## src/rtl/keccak_msg_loader.sv

```systemverilog
// keccak_msg_loader
//   Producer side of the Keccak hash input. Packs a valid/ready word stream
//   LSByte-first into an L-bit block, pulses o_start for one cycle, holds the
//   block until the core reports i_done, then clears and re-arms.
//
// Ports
//   i_clk, i_rst      clock, synchronous active-high reset
//   i_v_word          input word (byte k at bits [8k+7:8k])
//   i_keep            byte enables, honoured on the last word only
//   i_valid, i_last   word valid, final word of message
//   o_ready           a word is accepted this cycle when i_valid is high
//   o_v_data          packed block to the hash core
//   o_start           one-cycle start pulse to the hash core
//   i_done            hash core done, looked at only while waiting
//   o_len             number of valid message bytes in o_v_data
//   o_busy            block launched, hash in progress
//
// state  | meaning
// FILL   | accepting words into the block buffer
// LAUNCH | block closed, start pulse to the core
// WAIT   | block held stable until i_done

module keccak_msg_loader #(
  parameter int L = 160,
  parameter int W = 32,
  localparam int N  = L / W,
  localparam int LW = $clog2(L / 8 + 1)
) (
  input  logic           i_clk,
  input  logic           i_rst,
  input  logic [W-1:0]   i_v_word,
  input  logic [W/8-1:0] i_keep,
  input  logic           i_valid,
  input  logic           i_last,
  output logic           o_ready,
  output logic [L-1:0]   o_v_data,
  output logic           o_start,
  input  logic           i_done,
  output logic [LW-1:0]  o_len,
  output logic           o_busy
);

  localparam int B  = W / 8;
  localparam int CW = (N > 1) ? $clog2(N) : 1;

  typedef enum logic [1:0] {
    FILL   = 2'd0,
    LAUNCH = 2'd1,
    WAIT   = 2'd2
  } state_t;

  state_t        state;
  state_t        state_nx;
  logic [CW-1:0] cnt;
  logic [L-1:0]  data_q;
  logic [LW-1:0] len_q;
  logic          accept;
  logic          close;
  logic          rearm;
  logic [W-1:0]  word_masked;
  logic [LW-1:0] word_bytes;

  function automatic logic [LW-1:0] popcount(input logic [B-1:0] k);
    logic [LW-1:0] p;
    p = '0;
    for (int i = 0; i < B; i++) begin
      p = p + LW'(k[i]);
    end
    return p;
  endfunction

  // Keep only matters on the last word; disabled bytes are stored as zero.
  always_comb begin
    word_masked = '0;
    for (int k = 0; k < B; k++) begin
      word_masked[8*k +: 8] = (i_last && !i_keep[k]) ? 8'h00 : i_v_word[8*k +: 8];
    end
    word_bytes = i_last ? popcount(i_keep) : LW'(B);
  end

  // Ready is gated by reset so nothing is taken while reset is asserted.
  assign accept = i_valid && (state == FILL) && !i_rst;
  // Filling the last slot closes the block even without i_last.
  assign close  = accept && (i_last || (cnt == CW'(N - 1)));
  assign rearm  = (state == WAIT) && i_done;

  always_ff @(posedge i_clk) begin
    if (i_rst) begin
      state <= FILL;
    end else begin
      state <= state_nx;
    end
  end

  always_comb begin
    state_nx = state;
    o_ready  = 1'b0;
    o_start  = 1'b0;
    o_busy   = 1'b0;
    case (state)
      FILL: begin
        o_ready = !i_rst;
        if (close) state_nx = LAUNCH;
      end
      LAUNCH: begin
        o_start  = !i_rst;
        o_busy   = !i_rst;
        state_nx = WAIT;
      end
      WAIT: begin
        o_busy = !i_rst;
        if (i_done) state_nx = FILL;
      end
      default: state_nx = FILL;
    endcase
  end

  // Clearing on re-arm provides the zero fill for words a short message never writes.
  always_ff @(posedge i_clk) begin
    if (i_rst || rearm) begin
      data_q <= '0;
      len_q  <= '0;
      cnt    <= '0;
    end else if (accept) begin
      for (int i = 0; i < N; i++) begin
        if (cnt == CW'(i)) data_q[i*W +: W] <= word_masked;
      end
      len_q <= len_q + word_bytes;
      if (cnt != CW'(N - 1)) cnt <= cnt + CW'(1);
    end
  end

  assign o_v_data = data_q;
  assign o_len    = len_q;

endmodule

```

## config.mk

```make
export PLATFORM = sky130hd
export DESIGN_NAME = keccak_msg_loader
export DESIGN_NICKNAME = d
export VERILOG_FILES = /design/src/rtl/keccak_msg_loader.sv
export SDC_FILE = /design/constraint.sdc
export NUM_CORES = 1
export LEC_CHECK = 0
export CORE_MARGIN = 1
export CORE_UTILIZATION = 44
export CTS_BUF_LIST = sky130_fd_sc_hd__clkbuf_8
export DETAILED_ROUTE_END_ITERATION = 12
export PLACE_DENSITY = 0.78
export SYNTH_ARGS = -nofsm -noshare
export SYNTH_HDL_FRONTEND = slang
export SYNTH_SLANG_ARGS = --single-unit
```

## constraint.sdc

```tcl
create_clock -name i_clk -period 2.55 [get_ports i_clk]
set_input_delay 0.6375 -clock i_clk [delete_from_list [all_inputs] [get_ports i_clk]]
set_output_delay 0.6375 -clock i_clk [all_outputs]
set_load 0.01 [all_outputs]
```

* Word level (Yosys, flattened, before mapping)
Index checks and enable logic that the tools add are counted.
** Operators by class
- Multipliers :: 0
- Equal/unequal tests :: 9
- Reductions and logical operators :: 25
- Div/mod/pow operators :: 0
- $lt $le $gt $ge :: 0
- Multiplexer cells :: 11
- $add $sub $neg :: 5
- Bitwise logic cells :: 0
- Shift operators :: 0
** Operators by type and width (count)
- $mux 8 :: 4
- $reduce_and 2->1 :: 7
- $logic_and 1x1->1 :: 8
- $eq 3x2->1 const B :: 2
- $pmux 2 s3 :: 1
- $add 5x4->5 :: 1
- $logic_not 1->1 :: 5
- $add 3x1->4 :: 1
- $mux 2 :: 2
- $mux 4 :: 1
- $ne 2x2->1 const B :: 2
- $add 2x1->3 :: 1
- $add 3x1->3 const B :: 1
- $eq 3x1->1 const B :: 1
- $eq 3x3->1 const B :: 1
- $logic_not 3->1 :: 1
- $mux 1 :: 3
- $ne 3x3->1 const B :: 1
- $add 1x1->2 :: 1
- $eq 2x1->1 const B :: 1
- $eq 2x2->1 const B :: 1
- $logic_not 2->1 :: 1
- $logic_or 1x1->1 :: 2
- $reduce_or 2->1 :: 1
** Word-level totals
- Memories :: 0
- Latch bits :: 0
- Output and inout bits :: 168
- Bits of input ports :: 41
- Bits in writable memories :: 0
- Register bits after elaboration :: 170
- Bits in read-only memories :: 0

* Depth between registers and ports, before layout
Gate-level depths: netlist of run 1.
- Word-level depth :: 6
- Gate-level depth with buffers :: 9

* Worst setup path after synthesis of run 1
Ideal clock, no wire load.
- Path type :: input to register
- Start :: input port i_keep[0]
- End :: register len_q[4], in the netlist o_len[4]
- Data arrival time :: 2.385 ns
- Library setup time :: 0.123 ns
- Cell stages on the path :: 9
- Path slack :: 0.042 ns
- Cell sequence :: fa_1 -> ha_1 -> and2_1 -> ha_1 -> inv_1 -> fa_1 -> nor2b_1 -> o211ai_1 -> mux2i_1
** Between the ends
- Word-level cells in the longest chain between the ends :: 5
** RTL lines
- start: declaration :: RTL line 32 : input logic [W/8-1:0] i_keep,
- $add 1x1->2 :: RTL line 67 : p = p + LW'(k[i]);
- $add 2x1->3 :: RTL line 67
- $add 3x1->4 :: RTL line 67
- $mux 4 :: RTL line 78 : word_bytes = i_last ? popcount(i_keep) : LW'(B);
- $add 5x4->5 :: RTL line 128 : len_q <= len_q + word_bytes;
- end signal: assignment :: RTL line 128
- end: declaration :: RTL line 56 : logic [LW-1:0] len_q;
Every way passes these cells.
A chain may end at the register's enable or synchronous reset.

* Worst setup path after layout of run 1
- Start :: input port i_rst
- End :: output port o_start
** Between the ends
- Word-level cells in the longest chain between the ends :: 2
** RTL lines
- start: declaration :: RTL line 30 : input logic i_rst,
- $logic_not 1->1 :: RTL line 106 : o_start = !i_rst;
- $mux 1 :: RTL line 100 : case (state)
- end: declaration :: RTL line 37 : output logic o_start,
Every way passes these cells.

==> impl_results.md, run 1 <==
* Data required, critical path at 1.91 ns
* Hold buffers post-CTS at 0
* Synth area leaders: dfxtp_1 (49%), mux2i_1 (14%), nand2_1 (7.4%)
* Antenna cell count at 0
* Mapped cell area at 6910 µm²
* Final instance area at 9610 µm²
* RSZ-0062 raised after global routing: no
* Slew HR at 57.1%
* CTS tree: built
* Internal power at 0.00385 W
* Placer congestion estimate at 0.831
* Vias in the first global route at 5632
* Worst clock skew at 0.0111 ns
* Reg2reg path depth at 6
* # DRC at 0
* CP cell instances: clkdlybuf4s50_1 -> nor2b_1 -> clkdlybuf4s50_1
* Setup crit end kind: output pin
* Slowest Stage Delay on Critical Path at 0.55 ns
* Placed Instances at 1122
* WL final at 19600 µm
* Period utilization at 96.3%
* Largest area contributor in the netlist: dfxtp_1
* Drt pass-1 iters at 5
* R2r endpoint: o_v_data[150]
* Worst-Skew Late Latency at 0.45 ns
* Initial antenna violation count at 0
* Num Clock Sinks at 170
* DRT iter0 DRCs at 355
* Final nets at 988
* Die height at 127 µm
* Root Buffer: clkbuf_8
* Crit. Startpoint: i_rst
* Final Util at 63.0%
* CP top delay family: buffers and inverters
* Total grt overflow at 0
* Chip Width at 127 µm
* Post-Syn Nets at 797
* Clock Path Buffers at 2
* DP Area at 9220 µm²
* Setup slack, reg-to-reg at 0.72 ns
* Layout cell share with drive strength beyond 1 at 7.85%
* Total track usage at 23.9%
* WP data arrival at 1.82 ns
* Worst vdd ir at 0.263 mV
* Critical-path top delay cell: clkdlybuf4s50_1
* Gate Count Post-Synth at 739
* Cell Pwr Density at 549 nW/µm²
* CORE AREA at 15300 µm²
* Max Fclk at 0.407 GHz
* Setup WS pre-CTS at -0.504 ns
* Pin count of the biggest net entering global routing at 50
* Share of power burned in the clock network at 33.3%
* Slew @ Worst Pin at 0.644 ns
* Final hold violation count at 0
* Avg WL per Cell at 17.0 µm
* Final WS setup at 0.0936 ns
* Synth async-reset ratio at 0%
* Hold Path Origin: o_v_data[5]
* Crit Path Class: in2out
* Crit path buffers/inverters at 2
* HPWL after DPL at 13700 µm
* Cell variety after synth at 32
* Number of synthesized flops with an enable pin at 0
* Most common cell on crit path: clkdlybuf4s50_1
* Hold endpoint: o_v_data[5]
* Register bit total from synthesis at 170
* Port Buf Inserts at 208
* Finish-stage setup viols at 0
* Seq/Total Area, Yosys at 49.2%
* Fin Hold WS at 0.459 ns
* Die area at 16200 µm²
* Hold Path Class: reg2reg
* Max-slew violation count at 0
* Syn avg cell area at 9.35 µm²
* Clock transition at path regs at 0.08 ns
* Switch share at 26.9%
* CP max FO at 4
* Ports at 209
* Layout fillers at 1296
* WHS Path Cells at 2
* Via count at 6049
* Layout Cells excl Fill at 1154
* Global-route wire length before repair at 30200 µm
* Predominant post-synthesis flop cell: dfxtp_1
* Sequential share of power at 52.2%
* Row count at 45
* ANT nets after route at 0
* Period minus WS final at 2.46 ns
* Gate power share at 14.4%
* Synth warn at 0
* Synth top area share at 49.2%
* Leakage at 3.94 nW
* Vias per cell at 5.24
* Max cap viols at 0
* H-tree depth at 4
* Setup Fix Bufs, Post-CTS at 0
* Startpoint types: primary input
* Initial Util at 45.3%
* Total CTS buffers at 17
* Area Growth Syn to Fin at 39.0%
* Status: completed
* Worst reg2reg startpoint: cnt[0]
* Switching power at 0.00142 W
==> routing by layer <==
metal	track usage, %	up-vias	part of all wire (%)
met1	30.5	2889	45
met4	8.68	0	2.4
li1	-	2921	-
met2	37.9	207	46
met5	0	-	0
met3	7.41	32	6.7
==> Yosys cell counts, types with 3 or more instances <==
cell	instances
nand4_1	32
nor2b_1	5
nand2_1	136
buf_6	12
ha_1	15
a21oi_1	71
buf_4	7
nand2_2	3
o21ai_1	5
buf_2	35
mux2i_1	100
nand2b_1	13
clkbuf_1	12
dfxtp_1	170
o21ai_0	30
nand3_1	67
inv_1	9
==> placed cells by master (no fill, tap or decap), types with 2 or more instances in the layout <==
cell and n:
a21oi_1 70, and2_1 2, buf_12 11, buf_4 20
clkbuf_8 18, clkdlybuf4s50_1 203, clkinv_2 5, clkinvlp_4 3
dfxtp_1 169, dlymetal6s2s_1 4, ha_1 13, inv_1 11
mux2i_1 100, nand2_1 136, nand2_2 3, nand2b_1 13
nand3_1 67, nand4_1 32, nor2b_1 5, o21ai_0 30
o21ai_1 5
==> sequential cells by signal, summed over array words and instances (netlist names) <==
signal    cells
cnt           3
o_v_data    160
state         2
o_len         5
==> kinds of logic (layout without fill, tap and decap cells) <==
logic type | after synthesis | after routing | synth area share [%]
AOI/OAI and AO/OA | 111 | 111 | 8.45
xor gates and xnor gates | 1 | 1 | 0.127
adders and majority gates | 17 | 17 | 3.29
buffers and inverters | 76 | 280 | 6.46
DFF | 170 | 170 | 49.2
muxes | 100 | 100 | 14.5
and+or+nand+nor | 264 | 264 | 18.0
==> through the flow <==
stage	setup TNS, ns	power, W
after global placement	-1.67	0.00355
after detailed placement	-1.79	0.00356
after floorplan	0	0.00322
after CTS	0	0.00531
after global routing	0	0.00547
final	0	0.00527
==> worst max path at each step <==
stage / end / slack [ns] / cells past startpoint
floorplan: o_len[4] / 0.04 / 9
global placement: o_len[4] / -0.49 / 10
detailed placement: o_len[4] / -0.50 / 10
CTS: o_len[4] / 0.03 / 9
global route: o_start / 0.03 / 3
finish: o_start / 0.09 / 3
==> cell type report <==
type	count	area [µm²]	share of cell area, %
Sequential cell	170	3400	35.4
Multi-Input combinational cell	493	3090	32.1
Timing Repair Buffer	239	2460	25.6
Tap cell	211	264	2.75
Clock buffer	18	248	2.58
Clock inverter	14	109	1.13
Inverter	9	33.8	0.352
==> power groups by stage <==
stage	sequential, W	clock (W)	combinational, W
after floorplan	0.00283	0	0.000389
after global placement	0.00281	0	0.000741
after detailed placement	0.00281	0	0.000748
after CTS	0.00275	0.00180	0.000760
after global routing	0.00276	0.00190	0.000816
final	0.00275	0.00176	0.000761
==> repair_timing <==
action | 4_1_cts | 5_1_grt
resized for setup | 5 | 7
setup endpoints to repair | 3 | 5
hold endpoints to repair | 0 | 0
pin swaps | 0 | 1
==> worst register-to-register path, delay by kind of cell, from the launching register on <==
| kind | cells | cell delay (ns) |
|---|---|---|
| simple gates | 2 | 0.61 |
| buf+inv | 2 | 0.42 |
| flops | 1 | 0.34 |
| fa+ha+maj | 1 | 0.24 |
| compound gates | 1 | 0.16 |
No activity file was read; power rests on OpenSTA's default activity.
==> run 2, diff against run 1 <==
--- a/config.mk
+++ b/config.mk
@@ -6,10 +6,10 @@
 export NUM_CORES = 1
 export LEC_CHECK = 0
 export CORE_MARGIN = 1
-export CORE_UTILIZATION = 44
+export CORE_UTILIZATION = 40
 export CTS_BUF_LIST = sky130_fd_sc_hd__clkbuf_8
 export DETAILED_ROUTE_END_ITERATION = 12
-export PLACE_DENSITY = 0.78
+export PLACE_DENSITY = 0.72
 export SYNTH_ARGS = -nofsm -noshare
 export SYNTH_HDL_FRONTEND = slang
 export SYNTH_SLANG_ARGS = --single-unit
==> run 2 against run 1 <==
Against the previous run:
- register-to-register slack improved by 0.10 ns
- non-clock buffer count is 2 higher
- cell area rose by 1.3%
- the flow now finishes with violations (negative setup slack)
==> impl_results.md, run 2 (same netlist as run 1, synthesis figures left out) <==
* Status: finished, violations left (was completed)
* Failing checks: negative setup slack
* DRT iter0 DRCs at 349 (was 355)
* Max-slew violation count at 0 (unchanged)
* Critical-path top delay cell: clkdlybuf4s50_1 (unchanged)
* Worst vdd ir at 0.358 mV (was 0.263 mV)
* Finish-stage setup viols at 1 (was 0)
* Placer congestion estimate at 0.809 (was 0.831)
* Layout Cells excl Fill at 1163 (was 1154)
* Layout cell share with drive strength beyond 1 at 8.17% (was 7.85%)
* CTS tree: built (unchanged)
* Slew HR at 65.1% (was 57.1%)
* Setup_tns at -0.0122 ns (was 0 ns)
* Slowest Stage Delay on Critical Path at 0.49 ns (was 0.55 ns)
* # resized after CTS at 5 (unchanged)
* Root Buffer: clkbuf_8 (unchanged)
* Chip Width at 133 µm (was 127 µm)
* # DRC at 0 (unchanged)
* RSZ-0062 raised after global routing: yes (was no)
* Clock Path Buffers at 2 (unchanged)
* Max cap viols at 0 (unchanged)
* Avg WL per Cell at 16.8 µm (was 17.0 µm)
* Setup crit end kind: register (was output pin)
* Initial antenna violation count at 0 (unchanged)
* Vias in the first global route at 5436 (was 5632)
* CP cell instances: clkdlybuf4s50_1 -> fa_1 -> ha_1 -> and2_1 -> ha_2 -> inv_1 -> fa_2 -> nor2b_1 -> o211ai_1 -> mux2i_1 (was clkdlybuf4s50_1 -> nor2b_1 -> clkdlybuf4s50_1)
* Period utilization at 100% (was 96.3%)
* Final nets at 990 (was 988)
* Crit path buffers/inverters at 2 (unchanged)
* HPWL after DPL at 13800 µm (was 13700 µm)
* Total CTS buffers at 17 (unchanged)
* Startpoint types: primary input (unchanged)
* Setup Fix Bufs, Post-CTS at 0 (unchanged)
* Crit Path Class: in2reg (was in2out)
* ANT nets after route at 0 (unchanged)
* Total grt overflow at 0 (unchanged)
* Worst-Skew Late Latency at 0.45 ns (about the same)
* CP top delay family: adder cells (was buffers and inverters)
* Initial Util at 41.4% (was 45.3%)
* Global-route wire length before repair at 30200 µm (unchanged)
* Most frequent cells in the layout: clkdlybuf4s50_1 (203), dfxtp_1 (169), nand2_1 (136), mux2i_1 (100), a21oi_1 (69) (was clkdlybuf4s50_1 (203), dfxtp_1 (169), nand2_1 (136), mux2i_1 (100), a21oi_1 (70))
* CP max FO at 2 (was 4)
* Hold Path Class: reg2reg (unchanged)
* Drt pass-1 iters at 5 (unchanged)
* Num Clock Sinks at 170 (unchanged)
* Clock transition at path regs at 0.09 ns (was 0.08 ns)
* Cell Pwr Density at 580 nW/µm² (was 549 nW/µm²)
* WP data arrival at 2.90 ns (was 1.82 ns)
* Antenna cell count at 0 (unchanged)
* CORE AREA at 16700 µm² (was 15300 µm²)
* Data required, critical path at 2.89 ns (was 1.91 ns)
* Vias per cell at 5.15 (was 5.24)
* Leakage at 3.99 nW (was 3.94 nW)
* Row count at 47 (was 45)
* Hold buffers post-CTS at 0 (unchanged)
* Total track usage at 21.9% (was 23.9%)
* Die height at 133 µm (was 127 µm)
* WL final at 19500 µm (was 19600 µm)
* Port Buf Inserts at 208 (unchanged)
* H-tree depth at 4 (unchanged)
* Area Growth Syn to Fin at 40.7% (was 39.0%)
* Final hold violation count at 0 (unchanged)
* Max reg flops at 160 (unchanged)
* Worst clock skew at 0.0147 ns (was 0.0111 ns)
* Period minus WS final at 2.56 ns (was 2.46 ns)
* Slew @ Worst Pin at 0.524 ns (was 0.644 ns)
* Commonest non-fill, non-tap cell in the layout: clkdlybuf4s50_1 (unchanged)
* Max Fclk at 0.390 GHz (was 0.407 GHz)
* Ports at 209 (unchanged)
* Final Power at 0.00564 W (was 0.00527 W)
* Final WS setup at -0.0122 ns (was 0.0936 ns)
* Placed Instances at 1133 (was 1122)
* Die area at 17800 µm² (was 16200 µm²)
* Setup WS pre-CTS at -0.546 ns (was -0.504 ns)
* Pin count of the biggest net entering global routing at 49 (was 50)
* Via count at 5994 (was 6049)
-- run 2: changes by cell type in the layout (fill, tap and decap cells not counted), sizes merged --
cell / previous run / this run
bufinv: 1 / 5
inv: 13 / 11
clkinv: 6 / 3
clkinvlp: 3 / 2
buf: 31 / 33
-- run 2: stage by stage --
stage	instance area (µm²)	util (%)	hold WS (ns)
final	9730	58.2	0.456
after global routing	9730	58.2	0.474
after CTS	9710	58.1	0.457
after detailed placement	9250	55.4	0.446
after global placement	9250	55.4	0.441
after floorplan	6910	-	0.465
-- run 2: layer usage --
layer  up-vias  GRT usage, %  part of all wire, %  routed length (µm)
met2       201          35.2                   47                9180
met4         0          5.62                 0.92                 179
met3        10          6.32                  6.5                1280
met1      2848          28.8                   46                8880
li1       2935             -                    -                   -
met5         -             0                    0                   0
-- run 2: cell type report --
type / instances / area [µm²]
fillers: 1509 / 6970
flip-flops and latches: 170 / 3400
multi-input cells: 493 / 3090
repair buffers: 241 / 2480
well taps: 220 / 275
clock buffers: 18 / 248
clock inverters: 12 / 199
inverters: 9 / 33.8
-- run 2: final timing paths --
path	startpoint	endpoint	slack (ns)	cells past startpoint
max reg2reg	cnt[0]	o_v_data[152]	0.82	6
max	i_keep[3]	o_len[4]	-0.01	10
min reg2reg	o_v_data[108]	o_v_data[108]	0.46	2
min	o_v_data[108]	o_v_data[108]	0.46	2
-- run 2: worst min-delay path, stage by stage (launching register included) --
cell and delay [ns]:
dfxtp_1 0.31, nand2_1 0.05, a21oi_1 0.05
-- run 2: report_power, final --
group          leakage, nW  internal [W]  switching (W)
Combinational         2.40      0.000353       0.000406
Sequential            1.37       0.00271      0.0000381
Clock                0.224       0.00118       0.000945
==> run 3, diff against run 2 <==
--- a/config.mk
+++ b/config.mk
@@ -10,6 +10,7 @@
 export CTS_BUF_LIST = sky130_fd_sc_hd__clkbuf_8
 export DETAILED_ROUTE_END_ITERATION = 12
 export PLACE_DENSITY = 0.72
+export SLEW_MARGIN = 40
 export SYNTH_ARGS = -nofsm -noshare
 export SYNTH_HDL_FRONTEND = slang
 export SYNTH_SLANG_ARGS = --single-unit
==> results of run 3 <==
Final layout, timing and power as in run 2 (identical DEF).
